## config.mk

```make
export PLATFORM = sky130hd
export DESIGN_NAME = fifo_flagged_flat
export DESIGN_NICKNAME = d
export VERILOG_FILES = /design/src/rtl/fifo_pkg.sv /design/src/rtl/fifo_flagged_if.sv /design/src/rtl/fifo_ram.sv /design/src/rtl/fifo_flagged.sv /design/src/flat_wrapper.sv
export SDC_FILE = /design/constraint.sdc
export NUM_CORES = 1
export LEC_CHECK = 0
export ABC_AREA = 1
export ABC_CLOCK_PERIOD_IN_PS = 3400
export BUFFER_PORTS_ARGS = -buffer_cell sky130_fd_sc_hd__buf_2
export CAP_MARGIN = 0
export CORE_UTILIZATION = 50
export DETAILED_ROUTE_END_ITERATION = 10
export PLACE_DENSITY = 0.7
export SYNTH_ARGS = -nofsm -noshare
export SYNTH_HDL_FRONTEND = slang
export SYNTH_HIERARCHICAL = 1
export SYNTH_SLANG_ARGS = --single-unit
```

## constraint.sdc

```tcl
create_clock -name clk_i -period 3.4 [get_ports clk_i]
set_input_delay 0.17 -clock clk_i [delete_from_list [all_inputs] [get_ports clk_i]]
set_output_delay 0.17 -clock clk_i [all_outputs]
set_load 0.1 [all_outputs]
```

## src/rtl/fifo_pkg.sv

```systemverilog
// Shared helpers for the fifo family: width derivation and read-mode constants.
package fifo_pkg;

   localparam int FIFO_MODE_REG  = 0;
   localparam int FIFO_MODE_FWFT = 1;

   function automatic int clog2(input int n);
      int r;
      r = 0;
      while ((1 << r) < n) r++;
      return r;
   endfunction

   // Count must represent 0..depth inclusive, hence depth+1 values.
   function automatic int count_w(input int depth);
      return clog2(depth + 1);
   endfunction

   function automatic int addr_w(input int depth);
      return (clog2(depth) < 1) ? 1 : clog2(depth);
   endfunction

endpackage

```

## src/rtl/fifo_flagged_if.sv

```systemverilog
// Producer/consumer side of fifo_flagged: write/read requests, data and status.
interface fifo_flagged_if #(
   parameter int width = 8,
   parameter int depth = 8
);
   import fifo_pkg::*;

   localparam int cnt_w = count_w(depth);

   logic             clear_i;
   logic             wr_en_i;
   logic             rd_en_i;
   logic [width-1:0] din_i;
   logic [width-1:0] dout_o;
   logic             full_o;
   logic             empty_o;
   logic             almost_full_o;
   logic             almost_empty_o;
   logic [cnt_w-1:0] count_o;
   logic             overflow_o;
   logic             underflow_o;

   modport master (
      output clear_i, wr_en_i, rd_en_i, din_i,
      input  dout_o, full_o, empty_o, almost_full_o, almost_empty_o,
             count_o, overflow_o, underflow_o
   );

   modport slave (
      input  clear_i, wr_en_i, rd_en_i, din_i,
      output dout_o, full_o, empty_o, almost_full_o, almost_empty_o,
             count_o, overflow_o, underflow_o
   );

endinterface

```

## src/rtl/fifo_ram.sv

```systemverilog
// Storage array: one synchronous write port, one asynchronous read port.
module fifo_ram #(
   parameter int depth = 8,
   parameter int width = 8,
   parameter int aw    = 3
) (
   input  logic             clk_i,
   input  logic             wr_en,
   input  logic [aw-1:0]    wr_addr,
   input  logic [width-1:0] wr_data,
   input  logic [aw-1:0]    rd_addr,
   output logic [width-1:0] rd_data
);

   logic [width-1:0] mem [depth];

   always_ff @(posedge clk_i) begin
      if (wr_en) mem[wr_addr] <= wr_data;
   end

   assign rd_data = mem[rd_addr];

endmodule

```

## src/rtl/fifo_flagged.sv

```systemverilog
// Single-clock FIFO with occupancy count, almost-full/empty thresholds,
// sticky overflow/underflow flags, synchronous flush and optional FWFT output.
module fifo_flagged
   import fifo_pkg::*;
#(
   parameter int depth         = 8,
   parameter int width         = 8,
   parameter int afull_thresh  = depth - 2,
   parameter int aempty_thresh = 2,
   parameter int fwft          = FIFO_MODE_REG
) (
   input  logic          clk_i,
   input  logic          reset_i,
   fifo_flagged_if.slave bus
);

   localparam int aw = addr_w(depth);
   localparam int cw = count_w(depth);

   logic [aw-1:0]    wr_ptr;
   logic [aw-1:0]    rd_ptr;
   logic [cw-1:0]    count;
   logic             ovf;
   logic             unf;
   logic             full;
   logic             empty;
   logic             rd_accept;
   logic             wr_accept;
   logic [width-1:0] rd_data;

   function automatic logic [aw-1:0] next_ptr(input logic [aw-1:0] p);
      return (p == aw'(depth - 1)) ? '0 : p + aw'(1);
   endfunction

   assign full  = (count == cw'(depth));
   assign empty = (count == '0);

   // A full FIFO still takes a write when a read frees a slot in the same cycle;
   // an empty FIFO never serves a read, even alongside a write.
   always_comb begin
      rd_accept = bus.rd_en_i && !empty && !bus.clear_i;
      wr_accept = bus.wr_en_i && (!full || rd_accept) && !bus.clear_i;
   end

   always_ff @(posedge clk_i or posedge reset_i) begin
      if (reset_i) begin
         wr_ptr <= '0;
         rd_ptr <= '0;
         count  <= '0;
         ovf    <= 1'b0;
         unf    <= 1'b0;
      end else if (bus.clear_i) begin
         wr_ptr <= '0;
         rd_ptr <= '0;
         count  <= '0;
         ovf    <= 1'b0;
         unf    <= 1'b0;
      end else begin
         if (wr_accept) wr_ptr <= next_ptr(wr_ptr);
         if (rd_accept) rd_ptr <= next_ptr(rd_ptr);
         case ({wr_accept, rd_accept})
            2'b10:   count <= count + cw'(1);
            2'b01:   count <= count - cw'(1);
            default: count <= count;
         endcase
         ovf <= ovf | (bus.wr_en_i && !wr_accept);
         unf <= unf | (bus.rd_en_i && !rd_accept);
      end
   end

   fifo_ram #(
      .depth (depth),
      .width (width),
      .aw    (aw)
   ) u_ram (
      .clk_i   (clk_i),
      .wr_en   (wr_accept),
      .wr_addr (wr_ptr),
      .wr_data (bus.din_i),
      .rd_addr (rd_ptr),
      .rd_data (rd_data)
   );

   generate
      if (fwft == FIFO_MODE_FWFT) begin : g_fwft
         // Head word shows through directly; forced to zero while empty.
         assign bus.dout_o = empty ? '0 : rd_data;
      end else begin : g_reg
         logic [width-1:0] dout_q;
         always_ff @(posedge clk_i or posedge reset_i) begin
            if (reset_i)        dout_q <= '0;
            else if (rd_accept) dout_q <= rd_data;
         end
         assign bus.dout_o = dout_q;
      end
   endgenerate

   assign bus.full_o         = full;
   assign bus.empty_o        = empty;
   assign bus.almost_full_o  = (count >= cw'(afull_thresh));
   assign bus.almost_empty_o = (count <= cw'(aempty_thresh));
   assign bus.count_o        = count;
   assign bus.overflow_o     = ovf;
   assign bus.underflow_o    = unf;

endmodule

```

## src/flat_wrapper.sv

```systemverilog
// flat-port wrapper written by rule: the top's interface ports become plain ports
module fifo_flagged_flat import fifo_pkg::*;
#(
   parameter int depth         = 8,
   parameter int width         = 8,
   parameter int afull_thresh  = depth - 2,
   parameter int aempty_thresh = 2,
   parameter int fwft          = FIFO_MODE_REG
)
  (clk_i, reset_i, bus_clear_i, bus_wr_en_i, bus_rd_en_i, bus_din_i, bus_dout_o, bus_full_o, bus_empty_o, bus_almost_full_o, bus_almost_empty_o, bus_count_o, bus_overflow_o, bus_underflow_o);
  fifo_flagged_if #(.width(width), .depth(depth)) bus_i ();
  input  logic clk_i;
  input  logic reset_i;
  input wire logic [$bits(bus_i.clear_i)-1:0] bus_clear_i;
  input wire logic [$bits(bus_i.wr_en_i)-1:0] bus_wr_en_i;
  input wire logic [$bits(bus_i.rd_en_i)-1:0] bus_rd_en_i;
  input wire logic [$bits(bus_i.din_i)-1:0] bus_din_i;
  output wire logic [$bits(bus_i.dout_o)-1:0] bus_dout_o;
  output wire logic [$bits(bus_i.full_o)-1:0] bus_full_o;
  output wire logic [$bits(bus_i.empty_o)-1:0] bus_empty_o;
  output wire logic [$bits(bus_i.almost_full_o)-1:0] bus_almost_full_o;
  output wire logic [$bits(bus_i.almost_empty_o)-1:0] bus_almost_empty_o;
  output wire logic [$bits(bus_i.count_o)-1:0] bus_count_o;
  output wire logic [$bits(bus_i.overflow_o)-1:0] bus_overflow_o;
  output wire logic [$bits(bus_i.underflow_o)-1:0] bus_underflow_o;
  assign bus_i.clear_i = bus_clear_i;
  assign bus_i.wr_en_i = bus_wr_en_i;
  assign bus_i.rd_en_i = bus_rd_en_i;
  assign bus_i.din_i = bus_din_i;
  assign bus_dout_o = bus_i.dout_o;
  assign bus_full_o = bus_i.full_o;
  assign bus_empty_o = bus_i.empty_o;
  assign bus_almost_full_o = bus_i.almost_full_o;
  assign bus_almost_empty_o = bus_i.almost_empty_o;
  assign bus_count_o = bus_i.count_o;
  assign bus_overflow_o = bus_i.overflow_o;
  assign bus_underflow_o = bus_i.underflow_o;
  fifo_flagged #(.depth(depth), .width(width), .afull_thresh(afull_thresh), .aempty_thresh(aempty_thresh), .fwft(fwft)) u_core (.clk_i(clk_i), .reset_i(reset_i), .bus(bus_i));
endmodule
```

## Word-level counts from Yosys, hierarchy flattened

Memories as Yosys holds them, arrays and structs flattened. A register that Yosys moved wholly into a read port is not among the register bits.
Index checks and enable logic that the tools add are counted.

| storage, ports and cells | value |
|---|---|
| register bits after elaboration | 12 |
| memory bits (writable) | 64 |
| output and inout port bits | 18 |
| logic and storage cells | 47 |
| memories | 1 |

Memory list:

| name | depth | bits a word | read ports | clocked after Yosys merged registers in | wr ports | line | RTL |
|---|---|---|---|---|---|---|---|
| u_core.u_ram.mem | 8 | 8 | 1 | 1 | 1 | fifo_ram.sv:15 | `logic [width-1:0] mem [depth];` |

| cells by class | value |
|---|---|
| $add $sub $neg | 4 |
| magnitude comparators | 2 |
| equality and inequality tests | 5 |
| multiplexer cells | 12 |
| bitwise logic cells | 2 |
| reduce and logical (&&, ||, !) cells | 16 |

Operators with widths:

| operator | number |
|---|---|
| 2-to-1 mux 3 bit | 6 |
| case mux 4 bit (2 select lines) | 1 |
| adder 3 x 1 -> 3 bit (second input constant) | 2 |
| == test 3 bit (second input constant) | 2 |
| logical AND 1 bit | 6 |
| logical NOT 1 bit | 5 |
| adder 4 x 1 -> 4 bit (second input constant) | 1 |
| == test 4 bit (second input constant) | 1 |
| >= comparator 4 x 3 -> 1 bit (second input constant) | 1 |
| less-or-equal comparator 4 x 2 -> 1 bit (second input constant) | 1 |
| logical NOT 4 bit | 1 |
| 2-to-1 mux 1 bit | 4 |
| 2-to-1 mux 4 bit | 1 |
| nonzero test 2 bit | 2 |
| subtractor 4 x 1 -> 4 bit (second input constant) | 1 |
| nonzero test 3 bit | 1 |
| == test 2 x 1 -> 1 bit (second input constant) | 1 |
| == test 2 bit (second input constant) | 1 |
| bitwise OR 1 bit | 2 |
| logical OR 1 bit | 1 |

## Logic depth before layout (Yosys ltp)

Gate-level depths: netlist of run 1.

| depth | value |
|---|---|
| word-level depth | 11 |
| mapped depth | 12 |

## Modules after synthesis

The synthesis of run 1 kept the hierarchy.

Modules (own cells, without submodules):

| module | instances | cells each | area an instance (um^2) |
|---|---|---|---|
| fifo_ram | 1 | 295 | 2890.3 |
| fifo_flagged | 1 | 122 | 1059.8 |

## Worst setup path after synthesis of run 1

Ideal clock, no wire load.

| timing path | value |
|---|---|
| path type | reg2out |
| from | reg u_core.count[1], in the netlist u_core/bus.count_o[1] |
| to | out bus_almost_full_o |
| arrival time | 3.329 ns |
| data required time | 3.230 ns |
| path slack | -0.099 ns |
| stages on the path, launching flop included | 3 |
| path buffers | 0 |
| cell sequence | dfrtp_1 > inv_1 > o21ai_0 |

| on the way | value |
|---|---|
| word-level cells in the longest chain between the ends | 1 |

RTL lines:

| what | line | RTL |
|---|---|---|
| start: declaration | fifo_flagged.sv:22 | `logic [cw-1:0] count;` |
| start signal: assignment | fifo_flagged.sv:62 | `2'b10: count <= count + cw'(1);` |
| start signal: assignment | fifo_flagged.sv:63 | `2'b01: count <= count - cw'(1);` |
| start signal: assignment | fifo_flagged.sv:64 | `default: count <= count;` |
| >= comparator 4 x 3 -> 1 bit | fifo_flagged.sv:100 | `assign bus.almost_full_o = (count >= cw'(afull_thresh));` |
| end: declaration | flat_wrapper.sv:21 | `output wire logic [$bits(bus_i.almost_full_o)-1:0] bus_almost_full_o;` |

No other way between the ends.

## Worst setup path in the final report of run 1

| timing path | value |
|---|---|
| from | reg u_core.count[1], in the netlist u_core/bus.count_o[1] |
| to | mem u_core.u_ram.mem[1][2] (enable) |

| on the way | value |
|---|---|
| word-level cells in the longest chain between the ends | 9 |
| elaborated cells on any way between the ends | 11 |
| classes of those cells | eq/ne: 1; mux: 2; reduce/logical: 8 |

RTL lines:

| what | line | RTL |
|---|---|---|
| logical NOT 4 bit | fifo_flagged.sv:36 | `assign empty = (count == '0);` |
| logical NOT 1 bit | fifo_flagged.sv:41 | `rd_accept = bus.rd_en_i && !empty && !bus.clear_i;` |
| logical AND 1 bit (2 in series) | fifo_flagged.sv:41 |  |
| logical OR 1 bit (*) | fifo_flagged.sv:42 | `wr_accept = bus.wr_en_i && (!full \|\| rd_accept) && !bus.clear_i;` |
| logical AND 1 bit (*) (2 in series) | fifo_flagged.sv:42 |  |
| via u_core.wr_accept | fifo_flagged.sv:28 | `logic wr_accept;` |
| 2-to-1 mux 1 bit (*) | fifo_ram.sv:18 | `if (wr_en) mem[wr_addr] <= wr_data;` |
| 2-to-1 mux 1 bit (implied by the code) (*) | fifo_ram.sv:18 |  |
| end: declaration | fifo_ram.sv:15 |  |

The timed path passes the listed nets; every way through them passes the cells marked *.

==> impl_metrics.toml, run 1 <==
[outcome]
outcome = "completed"

[power]
power_leakage_uw = 0.00210
power-per-cell-area_mw_per_mm2 = 801
worst_ir_drop_vdd_uv = 269

[worst_setup_path]
r2r_start = "u_core/bus.count_o[1]"
crit_path_start = "u_core/bus.count_o[1]"
crit_path_max_fanout = 13
cp-end-kind = "flip-flop"
rr_worst_depth = 8
required_ns = 3.38
crit_type = "reg2reg"
start_kind = "flip-flop"
crit_arrival_ns = 2.27

[cts]
root_buffer = "clkbuf_8"
path_clk_slew_ns = 0.08
cts_buffer_depth = 2
clk_latency_ns = 0.34
htreeDepth = 3
clock-sinks = 84
cts_tree = "built"
numCtsBuffers = 9

[sta]
setup_violations = 0
period_share = 0.674
fin_ws_ns = 1.11
relSlewSlack = 0.500
slew_violations = 0
hold_viol_final = 0
worst_pin_slew_ns = 0.749
skew_ns = 0.00835
setup_tns_ns = 0
timing.fmax_mhz = 436
finalCriticalPeriod_ns = 2.29
rsz0062_at_grt = "no"

[synth]
synth_warnings = 6
synthCells = 417
syn_area_sq_mm = 0.00395
avgSynthCellArea_sq_um = 9.47
synth_cell_types = 27
ys_ff_latch = 84
synth.net_count = 436
yosysSeqAreaShare = 0.613

[global_routing]
first_global_vias = 2677
gr-total-overflow = 0
grt_pass1_wl_microns = 13100
grt_start_max_net_pins = 33
antenna_found_initial = 0
grt.total_usage = 0.211

[floorplanning]
initial_core_util = 0.514
fp.dieW_microns = 90.9
die_h_microns = 90.9
io_pins = 31
rows = 32
core_sq_mm = 0.00769
dieArea_sq_mm = 0.00826

[worst_hold_path]
holdPathStages = 2
hp-class = "in2reg"
min_from = "bus_clear_i"

[cells_and_area]
syn_to_final_growth_pct = 10.4
drive_gt1_frac = 0.126
antennaDiodeCount = 0
fillers = 696
nets = 466

[route]
wl_microns = 7990
ant_nets = 0
drtIter0Drc = 400
vias = 2834
drt_pass1_iterations = 5
viasPerCell = 5.12
route.detailed.drc = 0
wl_per_cell_microns = 14.4

[placement]
placement.io_buffers = 30
hpwlAfterDp_microns = 5590
dpl_worst_slack_ns = 1.07
gp_congestion = 0.852

[job]
maxCapViolCount = 0
stage by stage:
step | total power [uW] | cells | hold WS, ns | util | area (sq um)
after floorplan | 2490 | 417 | 0.134 | - | 3950
after global placement | 2670 | 537 | 0.330 | 0.536 | 4120
after detailed placement | 2690 | 537 | 0.349 | 0.536 | 4120
after CTS | 3510 | 553 | 0.0614 | 0.567 | 4360
after global routing | 3670 | 553 | 0.0581 | 0.567 | 4360
final | 3490 | 553 | 0.0708 | 0.567 | 4360
worst max-delay path, stage by stage, from the launching register on:
cell     delay, ns
dfrtp_1       0.49
nor2_4        0.08
nand2_4       0.10
nand3_4       0.15
nand2_2       0.14
nand2_4       0.07
nor2_4        0.15
nand2_1       0.15
nor2_1        0.58
where the power goes:
group / internal (uW) / switching (uW) / leakage [uW]
registers: 1200 / 106 / 0.000839
clock network: 482 / 337 / 0.000110
logic: 260 / 1110 / 0.00115
cell type report:
| type | instances | area, sq um | area share |
|---|---|---|---|
| sequential | 84 | 2420 | 0.555 |
| tap | 102 | 128 | 0.0293 |
| timing repair buffer | 32 | 168 | 0.0384 |
| inverter | 84 | 318 | 0.0729 |
| clock inverter | 5 | 101 | 0.0232 |
| clock buffer | 10 | 128 | 0.0293 |
| multi-input combinational | 236 | 1100 | 0.252 |
final timing paths:
kind,slack [ns],to
setup / recovery,1.11,u_core/u_ram/mem[1][2]
hold / removal,0.07,u_core/bus.underflow_o
setup reg to reg,1.11,u_core/u_ram/mem[1][2]
hold reg to reg,0.48,u_core/bus.dout_o[7]
max in group asynchronous,2.44,u_core/rd_ptr[2]
min in group asynchronous,0.49,u_core/bus.count_o[3]
cell families after synthesis:
family,after synthesis,share of synthesized area
AO/OA/AOI/OAI,14,0.0196
adder cells (fa/ha/maj),6,0.0209
buffers and inverters,97,0.109
flip-flops,84,0.613
AND/OR/NAND/NOR,216,0.237
synth_stat cells:
library cell | n | area, sq um
a31oi_1 | 1 | 6.26
nand3_1 | 43 | 215
inv_2 | 2 | 7.51
nand3b_1 | 1 | 7.51
o21a_1 | 1 | 7.51
nor2_4 | 2 | 22.5
buf_6 | 6 | 67.6
nand4_1 | 4 | 25.0
fa_1 | 1 | 20.0
ha_1 | 5 | 62.6
o21ai_2 | 1 | 8.76
nand3_4 | 1 | 17.5
buf_4 | 4 | 30.0
nor2_2 | 1 | 6.26
a21oi_1 | 3 | 15.0
dfrtp_1 | 20 | 500
clkinv_1 | 1 | 3.75
edfxtp_1 | 64 | 1920
o21ai_1 | 3 | 15.0
buf_2 | 3 | 15.0
inv_1 | 80 | 300
nand2_2 | 2 | 12.5
nand2_1 | 146 | 548
o21ai_0 | 5 | 25.0
nand2_4 | 3 | 33.8
nor2_1 | 13 | 48.8
inv_4 | 1 | 6.26
sequential cells by signal, summed over array words and instances (netlist names):
register                cells
u_core/wr_ptr               3
u_core/bus.overflow_o       1
u_core/bus.underflow_o      1
u_core/u_ram/mem           64
u_core/bus.count_o          4
u_core/rd_ptr               3
u_core/bus.dout_o           8
cell usage in the layout (no fill, tap or decap), drive strengths merged, types with 2 or more instances in the layout:
cell type and n:
clkbuf 10, o21ai 9, bufinv 3, edfxtp 64
nand4 4, ha 5, a21oi 3, nand2 151
clkinv 2, inv 83, buf 31, nor2 16
dfrtp 20, nand3 44
routing by layer:
| layer | GRT usage | vias to the layer above | share of wire | wire (microns) |
|---|---|---|---|---|
| met5 | 0 | - | 0 | 0 |
| met4 | 0.0979 | 0 | 0.030 | 239 |
| met3 | 0.0379 | 24 | 0.066 | 530 |
| met2 | 0.329 | 130 | 0.47 | 3730 |
| met1 | 0.288 | 1321 | 0.44 | 3490 |
| li1 | - | 1359 | - | - |
what timing repair did:
item / CTS / global route
hold buffers: 1 / 0
gates resized for setup: 0 / 0
endpoints found under the hold margin: 20 / 0
setup buffers: 0 / 0
Note: power is estimated with default switching activity, not from simulation.
==> run 2: changes to the inputs <==
Settings changed: ABC_CLOCK_PERIOD_IN_PS 3400 to 2200.
Clock period 3.4 ns to 2.2 ns, I/O delays scaled along.
==> run 2 against run 1 <==
Effect of this change: combinational power increased by 61%; hold slack improved by 0.021 ns; power increased by 57%; register-to-register slack got worse by 0.94 ns; global-route usage increased by 1.2 points; non-clock buffer count increased by 5; fmax increased by 13%; critical path type unchanged.
==> impl_metrics.toml, run 2 (same netlist as run 1, synthesis figures left out) <==
[outcome]
outcome = "completed"

[cts]
path_clk_slew_ns = 0.08
htreeDepth = 3
clk_latency_ns = 0.34
cts_tree = "built"
cts_buffer_depth = 2
clock-sinks = 84
root_buffer = "clkbuf_8"
numCtsBuffers = 9
ctsResizeCount = 0

[route]
wl_per_cell_microns = 15.3
route.detailed.drc = 0
viasPerCell = 4.94
drtIter0Drc = 203
drt_pass1_iterations = 4
wl_microns = 8530
ant_nets = 0
vias = 2760

[cells_and_area]
regMostFlops = "u_core/u_ram/mem"
finalInstanceArea_sq_mm = 0.00451
antennaDiodeCount = 0
final_common_cell = "nand2_1"
drive_gt1_frac = 0.171
nets = 471
largest_register_ffs = 64
most-common-layout-cells = "nand2_1 (144), inv_1 (78), edfxtp_1 (64), nand3_1 (43), buf_2 (30)"
syn_to_final_growth_pct = 14.1
finish.utilization = 0.586

[floorplanning]
io_pins = 31
dieArea_sq_mm = 0.00826
die_h_microns = 90.9
core_sq_mm = 0.00769
fp.dieW_microns = 90.9
rows = 32
initial_core_util = 0.514

[sta]
period_share = 0.925
slew_violations = 0
skew_ns = 0.00411
finalCriticalPeriod_ns = 2.03
rsz0062_at_grt = "no"
worst_pin_slew_ns = 0.783
hold_viol_final = 0
setup_violations = 0
relSlewSlack = 0.477
timing.fmax_mhz = 491

[placement]
placement.io_buffers = 30
gp_congestion = 0.927
dpl-instance-area_sq_mm = 0.00425
hpwlAfterDp_microns = 5920

[worst_setup_path]
crit_arrival_ns = 2.27
cp-end-kind = "flip-flop"
crit_type = "reg2reg"
start_kind = "flip-flop"
required_ns = 2.44
crit_path_max_fanout = 5

[power]
worst_ir_drop_vdd_uv = 549
power_leakage_uw = 0.00213
power-per-cell-area_mw_per_mm2 = 1220

[job]
maxCapViolCount = 0

[global_routing]
grt.total_usage = 0.223
antenna_found_initial = 0
gr-total-overflow = 0
grt_start_max_net_pins = 33
grt_pass1_wl_microns = 13800
first_global_vias = 2749

[worst_hold_path]
hp-class = "in2reg"
==> run 2: cell types whose count changed in the layout (fill, tap and decap cells not counted), moves of 2 or more <==
cell,change
dfrtp_1,-4
nor2_1,-8
buf_4,+4
nand2_4,+2
nand2_1,-2
dfrtp_4,+4
nor2_4,+8
inv_1,-2
==> run 2: worst max-delay path, stage by stage (launching register included) <==
cell and delay (ns):
dfrtp_4 0.45, nor2_2 0.07, nand2_4 0.11, nand3_4 0.09
nor2_1 0.32, ha_1 0.34, nand3_1 0.12, nand4_1 0.11
nand2_1 0.09, nand2_1 0.06, nand4_1 0.12, nand2_1 0.05
==> run 2: worst paths after layout <==
check | startpoint | endpoint | slack [ns] | cells past startpoint
max in group asynchronous | reset_i | u_core/bus.count_o[2] | 1.17 | 3
min | bus_din_i[2] | u_core/u_ram/mem[0][2] | 0.09 | 1
max | u_core/bus.count_o[3] | u_core/bus.count_o[3] | 0.17 | 11
max reg2reg | u_core/bus.count_o[3] | u_core/bus.count_o[3] | 0.17 | 11
min in group asynchronous | reset_i | u_core/bus.count_o[0] | 0.46 | 3
min reg2reg | u_core/bus.dout_o[7] | u_core/bus.dout_o[7] | 0.48 | 2
==> run 2: layout make-up <==
class / instances / area [sq um]
multi-input combinational: 236 / 1170
timing repair buffer: 37 / 208
tap: 102 / 128
clock inverter: 6 / 111
clock buffer: 10 / 128
sequential: 84 / 2440
fill: 685 / 3180
inverter: 84 / 322
==> run 2: where the power goes <==
part / switching, uW / internal, uW
Clock: 540 / 757
Sequential: 121 / 1870
Combinational: 1790 / 426
==> run 2: per-stage QoR <==
step                total power [uW]  hold WS, ns  cells  setup TNS [ns]  setup slack (ns)
global route                    5750       0.0884    559               0            0.0217
detailed placement              4220        0.304    541               0             0.267
finish                          5500       0.0915    559               0             0.165
CTS                             5530       0.0757    559               0             0.185
floorplan                       3890       0.0739    417          -14.36            -0.224
global placement                4200        0.277    541               0             0.333
==> run 2: timing repair <==
action,in CTS,in global routing
hold buffers,2,0
hold endpoints to repair,21,0
setup buffers,0,0
==> run 2: layer usage <==
metal	part of all wire	wire (microns)	up-vias	GRT usage
met3	0.059	502	10	0.0497
met5	0	0	-	0
met4	0.018	155	0	0.0767
met2	0.46	3960	74	0.341
li1	-	-	1374	-
met1	0.46	3910	1302	0.317
